### config.mk
export PLATFORM = sky130hd
export DESIGN_NAME = dmem_arbiter
export DESIGN_NICKNAME = d
export VERILOG_FILES = /design/src/rtl/dmem_arb_pkg.sv /design/src/rtl/dmem_arbiter.sv
export SDC_FILE = /design/constraint.sdc
export NUM_CORES = 1
export LEC_CHECK = 0
export ABC_AREA = 1
export ABC_CLOCK_PERIOD_IN_PS = 2350
export BUFFER_PORTS_ARGS = -buffer_cell sky130_fd_sc_hd__buf_4
export CORE_AREA = 8 8 112 114
export CTS_CLUSTER_SIZE = 24
export DETAILED_ROUTE_END_ITERATION = 16
export DIE_AREA = 0 0 120 122
export PLACE_DENSITY = 0.53
export SLEW_MARGIN = 25
export SYNTH_ARGS = -nofsm -noshare
export SYNTH_HDL_FRONTEND = slang
export SYNTH_SLANG_ARGS = --single-unit
export TNS_END_PERCENT = 5
### constraint.sdc
create_clock -name clk -period 2.35 [get_ports clk]
set_input_delay 0.47 -clock clk [delete_from_list [all_inputs] [get_ports clk]]
set_output_delay 0.47 -clock clk [all_outputs]
set_load 0.1 [all_outputs]
### src/rtl/dmem_arb_pkg.sv
// Shared definitions for the data-memory arbiter: state encoding, default
// widths and the starvation-guard limit.
package dmem_arb_pkg;

    typedef enum logic [0:0] {
        ARB    = 1'b0,
        LOCK_L = 1'b1
    } arb_state_t;

    localparam int DEF_DATA_W   = 32;
    localparam int DEF_ADDR_W   = 32;
    localparam int DEF_MAX_LOCK = 16;

    // Counter must hold 0..max_lock inclusive; never narrower than one bit.
    function automatic int lock_cnt_width(input int max_lock);
        int w;
        w = $clog2(max_lock + 1);
        return (w < 1) ? 1 : w;
    endfunction

endpackage

### src/rtl/dmem_arbiter.sv
// Two-port (core / loader) arbiter in front of a single-ported data memory,
// with a loader burst lock bounded by a core starvation counter.
module dmem_arbiter
    import dmem_arb_pkg::*;
#(
    parameter int DATA_W   = DEF_DATA_W,
    parameter int ADDR_W   = DEF_ADDR_W,
    parameter int MAX_LOCK = DEF_MAX_LOCK
) (
    input  logic              clk,
    input  logic              rst,

    input  logic              c_req,
    input  logic              c_we,
    input  logic [ADDR_W-1:0] c_addr,
    input  logic [DATA_W-1:0] c_wdata,
    output logic              c_gnt,
    output logic              c_rvalid,
    output logic [DATA_W-1:0] c_rdata,

    input  logic              l_req,
    input  logic              l_we,
    input  logic [ADDR_W-1:0] l_addr,
    input  logic [DATA_W-1:0] l_wdata,
    input  logic              l_lock,
    output logic              l_gnt,
    output logic              l_rvalid,
    output logic [DATA_W-1:0] l_rdata,

    output logic              m_en,
    output logic              m_we,
    output logic [ADDR_W-1:0] m_addr,
    output logic [DATA_W-1:0] m_wdata,
    input  logic [DATA_W-1:0] m_rdata
);

    localparam int               CNT_W   = lock_cnt_width(MAX_LOCK);
    localparam logic [CNT_W-1:0] CNT_MAX = CNT_W'(MAX_LOCK);

    arb_state_t       state_reg, state_next;
    logic             prio_l_reg, prio_l_next;   // 1: loader wins a tie
    logic [CNT_W-1:0] cnt_reg, cnt_next;
    logic             own_l_reg, own_l_next;
    logic             pend_reg, pend_next;

    logic             gnt_c, gnt_l;
    logic             locked;

    // ------------------------------------------------------------------
    // State register
    // ------------------------------------------------------------------
    always_ff @(posedge clk) begin
        if (rst) begin
            state_reg <= ARB;
        end else begin
            state_reg <= state_next;
        end
    end

    // ------------------------------------------------------------------
    // Next-state logic
    // ------------------------------------------------------------------
    always_comb begin
        state_next = state_reg;
        unique case (state_reg)
            ARB:     if (gnt_l && l_lock) state_next = LOCK_L;
            LOCK_L:  if (!l_lock)         state_next = ARB;
            default: state_next = ARB;
        endcase
    end

    // ------------------------------------------------------------------
    // Output logic: grant decision
    // ------------------------------------------------------------------
    // Lock only takes effect while l_lock is still held; the release cycle
    // is arbitrated exactly as in ARB.
    assign locked = (state_reg == LOCK_L) && l_lock;

    always_comb begin
        gnt_c = 1'b0;
        gnt_l = 1'b0;
        if (!rst) begin
            if (locked) begin
                if (c_req && (cnt_reg == CNT_MAX || !l_req)) begin
                    gnt_c = 1'b1;
                end else if (l_req) begin
                    gnt_l = 1'b1;
                end
            end else if (c_req && l_req) begin
                gnt_l = prio_l_reg;
                gnt_c = !prio_l_reg;
            end else begin
                gnt_c = c_req;
                gnt_l = l_req;
            end
        end
    end

    assign c_gnt = gnt_c;
    assign l_gnt = gnt_l;

    // ------------------------------------------------------------------
    // Round-robin pointer and starvation counter
    // ------------------------------------------------------------------
    always_comb begin
        prio_l_next = prio_l_reg;
        if (gnt_c) begin
            prio_l_next = 1'b1;
        end else if (gnt_l) begin
            prio_l_next = 1'b0;
        end
    end

    // Counts locked loader grants the core has been waiting through,
    // including the grant that opens the lock.
    always_comb begin
        cnt_next = cnt_reg;
        if (state_next != LOCK_L || !c_req || gnt_c) begin
            cnt_next = '0;
        end else if (gnt_l && cnt_reg != CNT_MAX) begin
            cnt_next = cnt_reg + CNT_W'(1);
        end
    end

    always_ff @(posedge clk) begin
        if (rst) begin
            prio_l_reg <= 1'b0;
            cnt_reg    <= '0;
        end else begin
            prio_l_reg <= prio_l_next;
            cnt_reg    <= cnt_next;
        end
    end

    // ------------------------------------------------------------------
    // Memory port
    // ------------------------------------------------------------------
    always_comb begin
        m_en    = gnt_c || gnt_l;
        m_we    = 1'b0;
        m_addr  = '0;
        m_wdata = '0;
        if (gnt_c) begin
            m_we    = c_we;
            m_addr  = c_addr;
            m_wdata = c_wdata;
        end else if (gnt_l) begin
            m_we    = l_we;
            m_addr  = l_addr;
            m_wdata = l_wdata;
        end
    end

    // ------------------------------------------------------------------
    // Read response tracking
    // ------------------------------------------------------------------
    assign pend_next  = m_en && !m_we;
    assign own_l_next = gnt_l;

    always_ff @(posedge clk) begin
        if (rst) begin
            pend_reg  <= 1'b0;
            own_l_reg <= 1'b0;
        end else begin
            pend_reg  <= pend_next;
            own_l_reg <= own_l_next;
        end
    end

    // Gated by rst so a response already in flight when reset hits is dropped.
    assign c_rvalid = !rst && pend_reg && !own_l_reg;
    assign l_rvalid = !rst && pend_reg &&  own_l_reg;
    assign c_rdata  = c_rvalid ? m_rdata : '0;
    assign l_rdata  = l_rvalid ? m_rdata : '0;

endmodule

# --- Word level (Yosys, flattened, before mapping) ---
# Index checks and enable logic that the tools add are counted.
totals:
  register_bits: 9
  latch_bits: 0
  ram_bits: 0
  rom_bits: 0
  input_bits: 167
  out_inout_bits: 134
  word_cells: 53
  memories: 0
classes:
  addsub: 1
  multipliers: 0
  n_div: 0
  n_lt_le_gt_ge: 0
  n_eq_ne: 2
  shift: 0
  muxes: 22
  bitwise_logic: 2
  reduce_logical: 21
ops:
  columns: ["op", "n"]
  rows:
  - ["$mux W32", 6]
  - ["$mux W1", 15]
  - ["$logic_and A1 B1 Y1", 9]
  - ["$logic_not A1 Y1", 6]
  - ["$add A5 B1 Y5 const B", 1]
  - ["$eq A5 B5 Y1 const B", 1]
  - ["$ne A5 B5 Y1 const B", 1]
  - ["$logic_or A1 B1 Y1", 4]
  - ["$not A1 Y1", 2]
  - ["$pmux W1 S2", 1]
  - ["$reduce_bool A2 Y1", 1]
  - ["$reduce_or A2 Y1", 1]

# --- Depth between registers and ports, before layout ---
depth:
  word_depth: 13
  ltp_mapped: 14
  depth_no_buf: 12

# --- Least setup slack after synthesis ---
# No wires, ideal clock.
synth_path:
  path_type: "input to output"
  start: "input rst"
  end: "output c_rdata[10]"
  arrival_ns: 4.534
  t_required_ns: 1.880
  setup_slack_ns: -2.654
  stages: 4
  n_path_buf: 1
  cell_sequence: "nor3_1 inv_1 clkbuf_1 nor2_1"
synth_between:
  elab_chain_len: 4
synth_rtl:
  columns: ["item", "line", "rtl"]
  rows:
  - ["start, declared", "dmem_arbiter.sv:11", "input logic rst,"]
  - ["$logic_not A1 Y1", "dmem_arbiter.sv:171", "assign c_rvalid = !rst && pend_reg && !own_l_reg;"]
  - ["$logic_and A1 B1 Y1 (2 in a row)", "dmem_arbiter.sv:171", null]
  - ["$mux W32", "dmem_arbiter.sv:173", "assign c_rdata = c_rvalid ? m_rdata : '0;"]
  - ["end, declared", "dmem_arbiter.sv:19", "output logic [DATA_W-1:0] c_rdata,"]
# Every way passes these cells.

# --- Worst setup path in the final report ---
layout_path:
  start: "register cnt_reg[1]"
  end: "output m_wdata[23]"
layout_between:
  elab_chain_len: 8
  elab_cells_between_ends: 11
  classes_between: "eq/ne: 1; mux: 8; reduce/logical: 2"
layout_rtl:
  columns: ["item", "line", "rtl"]
  rows:
  - ["start, declared", "dmem_arbiter.sv:42", "logic [CNT_W-1:0] cnt_reg, cnt_next;"]
  - ["start signal, assigned", "dmem_arbiter.sv:131", "cnt_reg <= cnt_next;"]
  - ["$eq A5 B5 Y1 *", "dmem_arbiter.sv:84", "if (c_req && (cnt_reg == CNT_MAX || !l_req)) begin"]
  - ["$logic_or A1 B1 Y1 *", "dmem_arbiter.sv:84", null]
  - ["$logic_and A1 B1 Y1 *", "dmem_arbiter.sv:84", null]
  - ["$mux W1", "dmem_arbiter.sv:84", null]
  - ["$mux W1", "dmem_arbiter.sv:83", "if (locked) begin"]
  - ["$mux W1", "dmem_arbiter.sv:82", "if (!rst) begin"]
  - ["$mux W32", "dmem_arbiter.sv:147", "end else if (gnt_l) begin"]
  - ["$mux W32 *", "dmem_arbiter.sv:143", "if (gnt_c) begin"]
  - ["end, declared", "dmem_arbiter.sv:33", "output logic [DATA_W-1:0] m_wdata,"]
# Mark *: on every way between the ends. The rest lies on a longest branch, timed or not.

==> results_dict.tcl <==
set metrics [dict create \
    status "finished, final reports clean" \
    crit_path_frequent_cell "nand2_4" \
    layout.nets 888 \
    cts-root-buf "clkbuf_8" \
    crit_type "reg2out" \
    vias 3605 \
    crit_path_max_fanout 6 \
    clk_path_buf_depth 2 \
    synth-seq-cells 9 \
    top_usage_layer "met2" \
    use_met1_pct 14.5 \
    syn_to_final_growth_pct 234 \
    max_stage_delay_ns 0.35 \
    timing.final.crit_share_pct 99.2 \
    min_path_type "in2reg" \
    die_w_um 120 \
    largest_register_ffs 5 \
    cp.arrival_ns 1.86 \
    antenna_found_initial 0 \
    cpMaxStageDelayCell "dfxtp_4" \
    row_count 38 \
    clk_pin_slew_ns 0.05 \
    hold_viol_final 0 \
    grtUsageMet2_pct 32.6 \
    p_leak_nw 3.21 \
    drt-initial-drc-count 74 \
    ys_warn_count 0 \
    yosys.cell_types.count 21 \
    fp.dieArea_mm2 0.0146 \
    place_ws_ns 0.0186 \
    placed_area_mm2 0.00488 \
    timing.fmax_mhz 429 \
    die_y_um 122 \
    hold_buffers 0 \
    first_pass_iters 5 \
    netlist_area_mm2 0.00189 \
    clock_skew_ns 0.00239 \
    netlist_instances 405 \
    rsz0062_at_grt "yes" \
    setup_slack_ns 0.0185 \
    period_needed_ns 2.33 \
    grt_pass1_vias 3603 \
    power_density_mw_per_mm2 363 \
    gp_congestion 0.844 \
    final_layout_size_suffix_gt1_share_pct 71.0 \
    cts_tree "built" \
    grtUsageTotal_pct 16.4 \
    relSlewSlack_pct 39.8 \
    path_cells "inv_2 -> ha_4 -> nand2_2 -> inv_2 -> nand2_4 -> nand2_4 -> nand2_8 -> nand2_8 -> nand2_8 -> clkinv_8 -> clkbuf_16 -> nand2_4 -> nand2_4 -> buf_12" \
    report.final.slew_viol_count 0 \
    avgViaCountPerCell 4.20 \
    cts_inserted_buffers 3 \
    critPathLaunchType "flop" \
    ir_worst_vdd_mv 0.267 \
    insertion_delay_ns 0.23 \
    met3_usage_pct 7.91 \
    setup_violations 0 \
    grt_start_max_net_pins 33 \
    hpwl_um 11100 \
    layout_common_cells "buf_4, nand2_1, nand2_2" \
    max_cap_viol_count 0 \
    cp_top_family "simple AND/OR/NAND/NOR gates" \
    port_buffers 300 \
    clkSinkCount 9 \
    finalInstanceArea_mm2 0.00630 \
    ant_nets 0 \
    setup_tns_ns 0 \
    remaining_drc_errors 0 \
    path_buf_inv 5 \
    final_common_cell "buf_4" \
    initial_core_util_pct 17.7 \
    grt_pass1_wl_um 19300 \
    h-tree-depth 1 \
    wirelength_um 14200 \
    avgSynthCellArea_um2 4.66 \
    cp-end-kind "output pin" \
    grt_overflow 0 \
    syn_nets 574 \
    required_ns 1.88 \
    tightest_slew_ns 0.903 \
    core_area_mm2 0.0107 \
    detail_route.wl_per_cell_um 16.6 \
    seq_area_frac_synth_pct 9.54 \
    diodes 0 \
    pin_count 301 \
]
==> logic make-up after synthesis <==
logic type               count (synthesis)  synth area share [%]
adder cells (fa/ha/maj)                  2                  1.32
flip-flops                               9                  9.54
buffers and inverters                   78                  20.1
XOR/XNOR                                 1                 0.464
AND/OR/NAND/NOR                        315                  68.6
==> synthesized netlist by cell type <==
| library cell | count | area [um^2] |
|---|---|---|
| nand2_2 | 11 | 68.8 |
| nor2_2 | 1 | 6.26 |
| ha_1 | 2 | 25.0 |
| dfxtp_1 | 9 | 180 |
| inv_4 | 2 | 12.5 |
| inv_2 | 1 | 3.75 |
| buf_12 | 2 | 40.0 |
| buf_4 | 1 | 7.51 |
| nand2_8 | 1 | 20.0 |
| nand2_4 | 4 | 45.0 |
| nand3_1 | 8 | 40.0 |
| inv_1 | 54 | 203 |
| xor2_1 | 1 | 8.76 |
| nor2_4 | 1 | 11.3 |
| nand4_1 | 7 | 43.8 |
| clkbuf_1 | 7 | 26.3 |
| nand2_1 | 205 | 769 |
| buf_6 | 5 | 56.3 |
| nor2_1 | 75 | 282 |
| buf_2 | 6 | 30.0 |
| nor3_1 | 2 | 10.0 |
==> worst reg2reg max path, cell delays in order, from the launching register on <==
cell,delay [ns]
dfxtp_4,0.34
inv_2,0.06
ha_4,0.12
nand2_2,0.05
inv_2,0.07
nand2_4,0.05
nand2_4,0.08
nand2_8,0.07
buf_4,0.14
buf_4,0.14
nand3_1,0.17
nand2_1,0.07
nand2_1,0.07
inv_1,0.04
nor2_1,0.06
==> worst paths after layout <==
kind / start / end / slack [ns] / cells past startpoint
setup / recovery: cnt_reg[1] / m_wdata[23] / 0.02 / 14
hold / removal: l_lock / state_reg / 0.48 / 3
setup reg to reg: cnt_reg[1] / cnt_reg[1] / 0.75 / 14
hold reg to reg: prio_l_reg / prio_l_reg / 0.49 / 2
==> timing repair <==
item | 4_1_cts | 5_1_grt
setup buffers | 2 | 2
resized for setup | 131 | 179
setup endpoints to repair | 67 | 66
pin swaps | 0 | 10
gates cloned | 3 | 7
==> metrics by stage <==
stage	hold slack, ns	std cells	utilization (%)	total power, mW
floorplan	0.456	405	-	1.30
global placement	0.488	840	45.6	1.74
detailed placement	0.487	840	45.6	1.74
CTS	0.474	849	51.4	2.10
global route	0.492	858	58.9	2.37
finish	0.484	858	58.9	2.29
==> per-layer routing <==
| metal | routed length (um) | share of wire [%] | vias to the layer above |
|---|---|---|---|
| met2 | 7880 | 55 | 189 |
| met3 | 1720 | 12 | 16 |
| li1 | - | - | 1798 |
| met5 | 0 | 0 | - |
| met4 | 257 | 1.8 | 0 |
| met1 | 4390 | 31 | 1602 |
==> area by class of cell <==
class | instances | area, um^2
sequential | 9 | 185
timing repair buffer | 328 | 3480
inverter | 57 | 239
timing repair inverter | 2 | 25.0
tap | 140 | 175
clock buffer | 4 | 45.0
fill | 933 | 4390
multi-input combinational | 318 | 2150
==> where the power goes <==
group	switching [mW]	internal (mW)
Combinational	1.26	0.682
Clock	0.0638	0.118
Sequential	0.00311	0.157
Note: power is estimated with default switching activity, not from simulation.
